`src/rtl/video_timing_gen.sv`:
```
// video_timing_gen: 12-bit h/v raster counters producing registered active-low
// syncs, data enable, a per-frame latched test pattern and pixel coordinates.
// Ports: clock, reset_n (async, active low); pattern_sel, fill_color in;
//        vsync, hsync, de, pixel, pos_x, pos_y, frame_top out (all registered).
module video_timing_gen #(
  parameter int H_ACTIVE = 640,
  parameter int H_FP     = 16,
  parameter int H_SYNC   = 96,
  parameter int H_BP     = 48,
  parameter int V_ACTIVE = 480,
  parameter int V_FP     = 10,
  parameter int V_SYNC   = 2,
  parameter int V_BP     = 33
) (
  input  logic        clock,
  input  logic        reset_n,
  input  logic [1:0]  pattern_sel,
  input  logic [23:0] fill_color,
  output logic        vsync,
  output logic        hsync,
  output logic        de,
  output logic [23:0] pixel,
  output logic [11:0] pos_x,
  output logic [11:0] pos_y,
  output logic        frame_top
);

  localparam int H_TOTAL = H_ACTIVE + H_FP + H_SYNC + H_BP;
  localparam int V_TOTAL = V_ACTIVE + V_FP + V_SYNC + V_BP;
  localparam int BAR_W   = H_ACTIVE / 8;

  localparam logic [11:0] HA  = 12'(H_ACTIVE);
  localparam logic [11:0] HS0 = 12'(H_ACTIVE + H_FP);
  localparam logic [11:0] HS1 = 12'(H_ACTIVE + H_FP + H_SYNC);
  localparam logic [11:0] HL  = 12'(H_TOTAL - 1);
  localparam logic [11:0] VA  = 12'(V_ACTIVE);
  localparam logic [11:0] VS0 = 12'(V_ACTIVE + V_FP);
  localparam logic [11:0] VS1 = 12'(V_ACTIVE + V_FP + V_SYNC);
  localparam logic [11:0] VL  = 12'(V_TOTAL - 1);
  localparam logic [11:0] BL  = 12'(BAR_W - 1);

  logic [11:0] hc_q, hc_d;
  logic [11:0] vc_q, vc_d;
  logic [11:0] bpx_q, bpx_d;
  logic [2:0]  bar_q, bar_d;
  logic [1:0]  pat_q, pat_d;
  logic [23:0] fill_q, fill_d;
  logic        h_end, v_end;

  logic        act_h, act_v, act;
  logic        vs_d, hs_d, de_d, ft_d;
  logic [23:0] pix_d;
  logic [11:0] px_d, py_d;

  logic        vs_q, hs_q, de_q, ft_q;
  logic [23:0] pix_q;
  logic [11:0] px_q, py_q;

  function automatic logic [23:0] bar_rgb(input logic [2:0] i);
    logic [23:0] c;
    c = 24'h000000;
    unique case (i)
      3'd0: c = 24'hFFFFFF;
      3'd1: c = 24'hFFFF00;
      3'd2: c = 24'h00FFFF;
      3'd3: c = 24'h00FF00;
      3'd4: c = 24'hFF00FF;
      3'd5: c = 24'hFF0000;
      3'd6: c = 24'h0000FF;
      3'd7: c = 24'h000000;
    endcase
    return c;
  endfunction

  // Raster counters, bar sub-counter and frame-boundary pattern latch
  always_comb begin
    h_end  = (hc_q == HL);
    v_end  = (vc_q == VL);
    hc_d   = h_end ? 12'd0 : hc_q + 12'd1;
    vc_d   = vc_q;
    bpx_d  = bpx_q + 12'd1;
    bar_d  = bar_q;
    pat_d  = pat_q;
    fill_d = fill_q;
    if (h_end) begin
      vc_d = v_end ? 12'd0 : vc_q + 12'd1;
    end
    // Bar index tracks hc without a divider; saturates at 7
    // so a ragged tail past 8*BAR_W stays in the last bar.
    if (h_end) begin
      bpx_d = 12'd0;
      bar_d = 3'd0;
    end else if (bpx_q == BL) begin
      bpx_d = 12'd0;
      if (bar_q != 3'd7) bar_d = bar_q + 3'd1;
    end
    if (h_end && v_end) begin
      pat_d  = pattern_sel;
      fill_d = fill_color;
    end
  end

  // Output decode from the current counter state
  always_comb begin
    act_h = (hc_q < HA);
    act_v = (vc_q < VA);
    act   = act_h && act_v;
    hs_d  = !((hc_q >= HS0) && (hc_q < HS1));
    vs_d  = !((vc_q >= VS0) && (vc_q < VS1));
    de_d  = act;
    px_d  = act ? hc_q : 12'd0;
    py_d  = act_v ? vc_q : 12'd0;
    ft_d  = (hc_q == 12'd0) && (vc_q == 12'd0);
    pix_d = 24'h000000;
    if (act) begin
      unique case (pat_q)
        2'd0: pix_d = bar_rgb(bar_q);
        2'd1: pix_d = fill_q;
        2'd2: pix_d = {3{hc_q[7:0]}};
        2'd3: pix_d = ((hc_q[4:0] == 5'd0) || (vc_q[4:0] == 5'd0))
                      ? 24'hFFFFFF : 24'h000000;
      endcase
    end
  end

  always_ff @(posedge clock or negedge reset_n) begin
    if (!reset_n) begin
      hc_q   <= '0;
      vc_q   <= '0;
      bpx_q  <= '0;
      bar_q  <= '0;
      pat_q  <= '0;
      fill_q <= '0;
      vs_q   <= 1'b1;
      hs_q   <= 1'b1;
      de_q   <= 1'b0;
      ft_q   <= 1'b0;
      pix_q  <= '0;
      px_q   <= '0;
      py_q   <= '0;
    end else begin
      hc_q   <= hc_d;
      vc_q   <= vc_d;
      bpx_q  <= bpx_d;
      bar_q  <= bar_d;
      pat_q  <= pat_d;
      fill_q <= fill_d;
      vs_q   <= vs_d;
      hs_q   <= hs_d;
      de_q   <= de_d;
      ft_q   <= ft_d;
      pix_q  <= pix_d;
      px_q   <= px_d;
      py_q   <= py_d;
    end
  end

  assign vsync     = vs_q;
  assign hsync     = hs_q;
  assign de        = de_q;
  assign frame_top = ft_q;
  assign pixel     = pix_q;
  assign pos_x     = px_q;
  assign pos_y     = py_q;

endmodule

```
`config.mk`:
```
export PLATFORM = sky130hd
export DESIGN_NAME = video_timing_gen
export DESIGN_NICKNAME = d
export VERILOG_FILES = /design/src/rtl/video_timing_gen.sv
export SDC_FILE = /design/constraint.sdc
export NUM_CORES = 1
export LEC_CHECK = 0
export ABC_AREA = 1
export CORE_AREA = 2 2 100 102
export DETAILED_ROUTE_END_ITERATION = 7
export DIE_AREA = 0 0 102 104
export GPL_TIMING_DRIVEN = 0
export PLACE_DENSITY = 0.93
export SYNTH_ARGS = -nofsm -noshare
export SYNTH_HDL_FRONTEND = slang
export SYNTH_SLANG_ARGS = --single-unit
```
`constraint.sdc`:
```
create_clock -name clock -period 4.53 [get_ports clock]
set_input_delay 0.6795 -clock clock [delete_from_list [all_inputs] [get_ports clock]]
set_output_delay 0.6795 -clock clock [all_outputs]
set_load 0.02 [all_outputs]
```
== Word-level counts from Yosys, hierarchy flattened ==
Memories as Yosys holds them, arrays and structs flattened.
Cells that the tools add are included.
Widths: inputs -> output; s select.

* Magnitude comparators: 6
* Reductions and logical operators: 16
* Add/sub/neg operators: 4
* Muxes and demuxes: 12
* Equality and inequality tests: 7

{| class="wikitable"
|+ Operators with widths
! operator !! number
|-
| $pmux 24 s4 || 1
|-
| $mux 12 || 6
|-
| $mux 24 || 2
|-
| $add 12x1->12 const B || 3
|-
| $eq 12x10->1 const B || 2
|-
| $logic_not 12->1 || 2
|-
| $lt 12x10->1 const B || 2
|-
| $lt 12x9->1 const B || 2
|-
| $eq 12x7->1 const B || 1
|-
| $ge 12x10->1 const B || 1
|-
| $ge 12x9->1 const B || 1
|-
| $logic_not 5->1 || 2
|-
| $mux 3 || 3
|-
| $logic_and 1x1->1 || 5
|-
| $eq 2x2->1 const B || 2
|-
| $reduce_bool 2->1 || 2
|-
| $add 3x1->3 const B || 1
|-
| $ne 3x3->1 const B || 1
|-
| $eq 2x1->1 const B || 1
|-
| $logic_not 1->1 || 2
|-
| $logic_not 2->1 || 1
|-
| $reduce_and 2->1 || 1
|-
| $logic_or 1x1->1 || 1
|}

* Register bits after elaboration: 117
* Memories: 1
* Output and inout port bits: 52
* Word-level logic and storage cells: 59
* Memory bits (read-only): 192

{| class="wikitable"
|+ Memory list
! name !! depth !! bits a word !! read ports !! clocked after Yosys merged registers in !! wr ports !! RTL line !! source
|-
| (name not given) || 8 || 24 || 1 || 0 || 0 || 62 || <nowiki>unique case (i)</nowiki>
|}

== Depth between registers and ports, before layout ==
* Depth after elaboration: 5
* Mapped depth: 11
* Mapped depth without buffers: 10

== Worst setup path before layout ==
OpenSTA, ideal clock, no wires.

* Kind: register to register
* Start point: register hc_q[0]
* End point: register pat_q[0]
* Library setup time: 0.117 ns
* Cell stages (with the launch flop): 10
* Arrival time: 1.328 ns
* Setup slack: 3.085 ns
* Data required time: 4.413 ns
* Path buffers: 1
* Cells stage by stage: dfrtp_1 > ha_1 > nand2_2 > nor2_4 > nand2_2 > nor2_4 > nand3_4 > buf_6 > nand2_2 > o21ai_2

* Word-level cells in the longest chain between the ends: 2

{| class="wikitable"
|+ RTL lines
! what !! RTL line !! source
|-
| from (decl) || 42 || <nowiki>logic [11:0] hc_q, hc_d;</nowiki>
|-
| from (signal assigned) || 128 || <nowiki>hc_q <= '0;</nowiki>
|-
| from (signal assigned) || 142 || <nowiki>hc_q <= hc_d;</nowiki>
|-
| $eq 12x10->1 || 77 || <nowiki>h_end = (hc_q == HL);</nowiki>
|-
| $logic_and 1x1->1 || 97 || <nowiki>if (h_end && v_end) begin</nowiki>
|-
| to (signal assigned) || 146 || <nowiki>pat_q <= pat_d;</nowiki>
|-
| to (decl) || 46 || <nowiki>logic [1:0] pat_q, pat_d;</nowiki>
|}

No other way between the ends.
A chain may end at the register's enable or synchronous reset.

== Worst setup path in the final report ==
* Start point: register vs_q (netlist: vsync)
* End point: output vsync

{| class="wikitable"
|+ RTL lines
! what !! RTL line !! source
|-
| from (decl) || 55 || <nowiki>logic vs_q, hs_q, de_q, ft_q;</nowiki>
|-
| from (signal assigned) || 148 || <nowiki>vs_q <= vs_d;</nowiki>
|-
| to (decl) || 19 || <nowiki>output logic vsync,</nowiki>
|}

No word-level cell between the ends.

==> out/metrics.csv <==
metric,value,unit
status,"finished, final reports clean",
CTS tree,built,
postcts setup bufs,0,
initial antenna violation count,0,
"Reg clk slew, reported paths",0.05,ns
Ys Warns,0,
Detail Route Antenna Nets,0,
Lkg Pwr,0.00342,uW
Worst Path Required,3.85,ns
Hold Fails Final Rpt,0,
total core area,9550,sq um
dpl cell area,6520,sq um
Filler cells,657,
Setup Crit Path Kind,register to output pin,
unrepaired setup endpoints after global routing,no,
drc violations,0,
Synth area leaders,"dfrtp_1 52%, nand2_1 9.4%, inv_1 7.2%",
Synth top area share,0.521,
"EDFF count, synth",0,
GRT Util Overall,0.260,
Clock Path Buffers,2,
# IOs,80,
CP Launch Type,register,
remaining global-route overflow,0,
Slew HR,0.558,
row count,36,
Antenna Cells,0,
Worst IR Drop VDD,0.191,mV
CP Max Fanout,1,
"Gates resized, CTS repair",0,
hold_buf cts,0,
prevailing post-synth register cell,dfrtp_1,
via total after detailed routing,4538,
first-pass GRT wire length,21400,microns
design area,7120,sq um
share of flip-flops with an asynchronous set or reset,1.00,
average size of a mapped cell,8.71,sq um
#FFs+latches synth,117,
PD cells,346,nW/um^2
Post-Place Cells,851,
CP Buf/Inv Count,1,
final worst slack,2.22,ns
initial core utilization,0.578,
cts bufs inserted,17,
largest area contributor in the netlist,dfrtp_1,
Pins Over Slew Limit,0,
"Cell Count, Final, Fillers Out",883,
Horiz. Die Dim,102,microns
area grow syn2layout,29.0,%
die footprint,10600,sq um
maxcap violations,0,
drt pass-1 iters,5,
HP Class,primary input to async pin,
Via-to-Cell Ratio,5.14,
# nets final,772,
distinct cell type count after synthesis,34,
number of H-tree levels,4,
Slowest cell on crit path,clkdlybuf4s50_1,
period utilization,0.509,
"Core Util, Final",0.746,
final setup violating endpoints,0,
clock skew,0.00867,ns
"Power, Total",2470,uW
clock sink count,117,
pre-CTS WS,2.76,ns
CP max stage delay,0.59,ns
Buffers on Ports,79,
fmax,0.433,GHz
min Tclk post-route,2.31,ns
"Cell Chain, Critical Path",clkdlybuf4s50_1,
Die H,104,microns
largest net degree at the start of global routing,67,
First DRT Iteration DRCs,306,
CP Data Arrival Time,1.63,ns
kind of end point of the critical path,output pin,
wire per inst,14.5,microns
"Seq/Total Area, Yosys",0.531,
drt total wl,12800,microns
area of the mapped netlist,5520,sq um
Synth Instances,634,
Crit path max-delay family,buffers and inverters,
clk root buf,clkbuf_8,
fraction of layout cells with a size suffix above 1,0.148,
Worst Tran Pin Value,0.663,ns
HPWL Detailed,9210,microns
GP Congestion,0.905,
vias in the first global route,4469,
insertion delay to the later sink of the worst-skew pair,0.53,ns
Yosys cell counts, types with 2 or more instances:
cell type    n
nor2_8       3
o21ai_2     26
clkbuf_1     4
nor2_2      14
nor4_1       2
buf_2        4
a21oi_1      6
inv_2        4
dfrtp_1    115
buf_4        4
nand2_2      8
nor3_1      10
dfstp_2      2
nor2_1      54
o21ai_0     40
nor2_4       3
nand3_1     47
buf_6        6
xor2_1       6
nand2_1    138
inv_1      106
ha_1         7
nand4_1     14
cell usage in the layout (no fill, tap or decap), types with 2 or more instances in the layout:
master,n
buf_2,4
o21ai_2,26
clkbuf_8,3
nor4_1,2
nand2_2,8
dfstp_2,2
clkbuf_16,16
nor2_2,14
nor2_4,3
nor3_1,10
inv_1,106
conb_1,5
nor2_8,3
inv_2,4
nor2_1,54
dfrtp_1,115
nand2_1,138
xor2_1,6
buf_6,6
o21ai_0,40
clkbuf_1,6
nand3_1,47
bufinv_16,4
clkinv_2,7
nand4_1,14
ha_1,7
clkdlybuf4s50_1,78
buf_4,5
a21oi_1,6
logic make-up (layout without fill, tap and decap cells):
group / count (synthesis) / in the layout / synth area share
and+or+nand+nor: 298 / 298 / 0.254
other: 1 / 5 / 0.000679
buffers and inverters: 131 / 243 / 0.104
DFF: 117 / 117 / 0.531
adders and majority gates: 7 / 7 / 0.0159
AOI/OAI and AO/OA: 74 / 74 / 0.0856
xor gates and xnor gates: 6 / 6 / 0.00952
metal layers:
| layer | part of all wire | GRT usage | vias to the layer above |
|---|---|---|---|
| met5 | 0 | 0 | - |
| met3 | 0.051 | 0.0585 | 26 |
| li1 | - | - | 2184 |
| met1 | 0.44 | 0.350 | 2159 |
| met2 | 0.49 | 0.418 | 169 |
| met4 | 0.020 | 0.0848 | 0 |
sequential cells by signal (all words and copies together) (netlist names):
name,flops
bar_q,3
bpx_q,12
de,1
fill_q,24
frame_top,1
hc_q,12
hsync,1
pat_q,2
pixel,24
pos_x,12
pos_y,12
vc_q,12
vsync,1
final timing paths:
kind,slack (ns),startpoint,cells past startpoint,end
max in group asynchronous,3.58,reset_n,2,hc_q[4]
worst max register to register,2.82,vc_q[0],11,pixel[10]
worst min register to register,0.48,bpx_q[0],1,bpx_q[0]
worst max-delay path,2.22,vsync,1,vsync
worst min-delay path,0.20,reset_n,1,pos_x[11]
min in group clock,0.48,bpx_q[0],1,bpx_q[0]
cell type report:
type / instances / area [sq um] / share of cell area
well taps: 133 / 166 / 0.0234
clock inverters: 11 / 155 / 0.0218
clock buffers: 21 / 449 / 0.0630
inverters: 112 / 423 / 0.0594
multi-input cells: 390 / 2030 / 0.285
plain buffers: 19 / 153 / 0.0214
flip-flops and latches: 117 / 2930 / 0.411
repair buffers: 80 / 816 / 0.115
through the flow:
stage,hold WS [ns],TNS [ns]
floorplan,0.384,0
global placement,0.450,-152.70
detailed placement,0.465,0
CTS,0.207,0
global route,0.252,0
finish,0.195,0
power breakdown:
group / total [uW] / internal (uW) / switching (uW)
combinational: 61.9 / 27.8 / 34.0
clock: 1360 / 914 / 443
sequential: 1050 / 1050 / 0.560
total: 2470 / 1990 / 477
(Power assumes the default switching activity.)
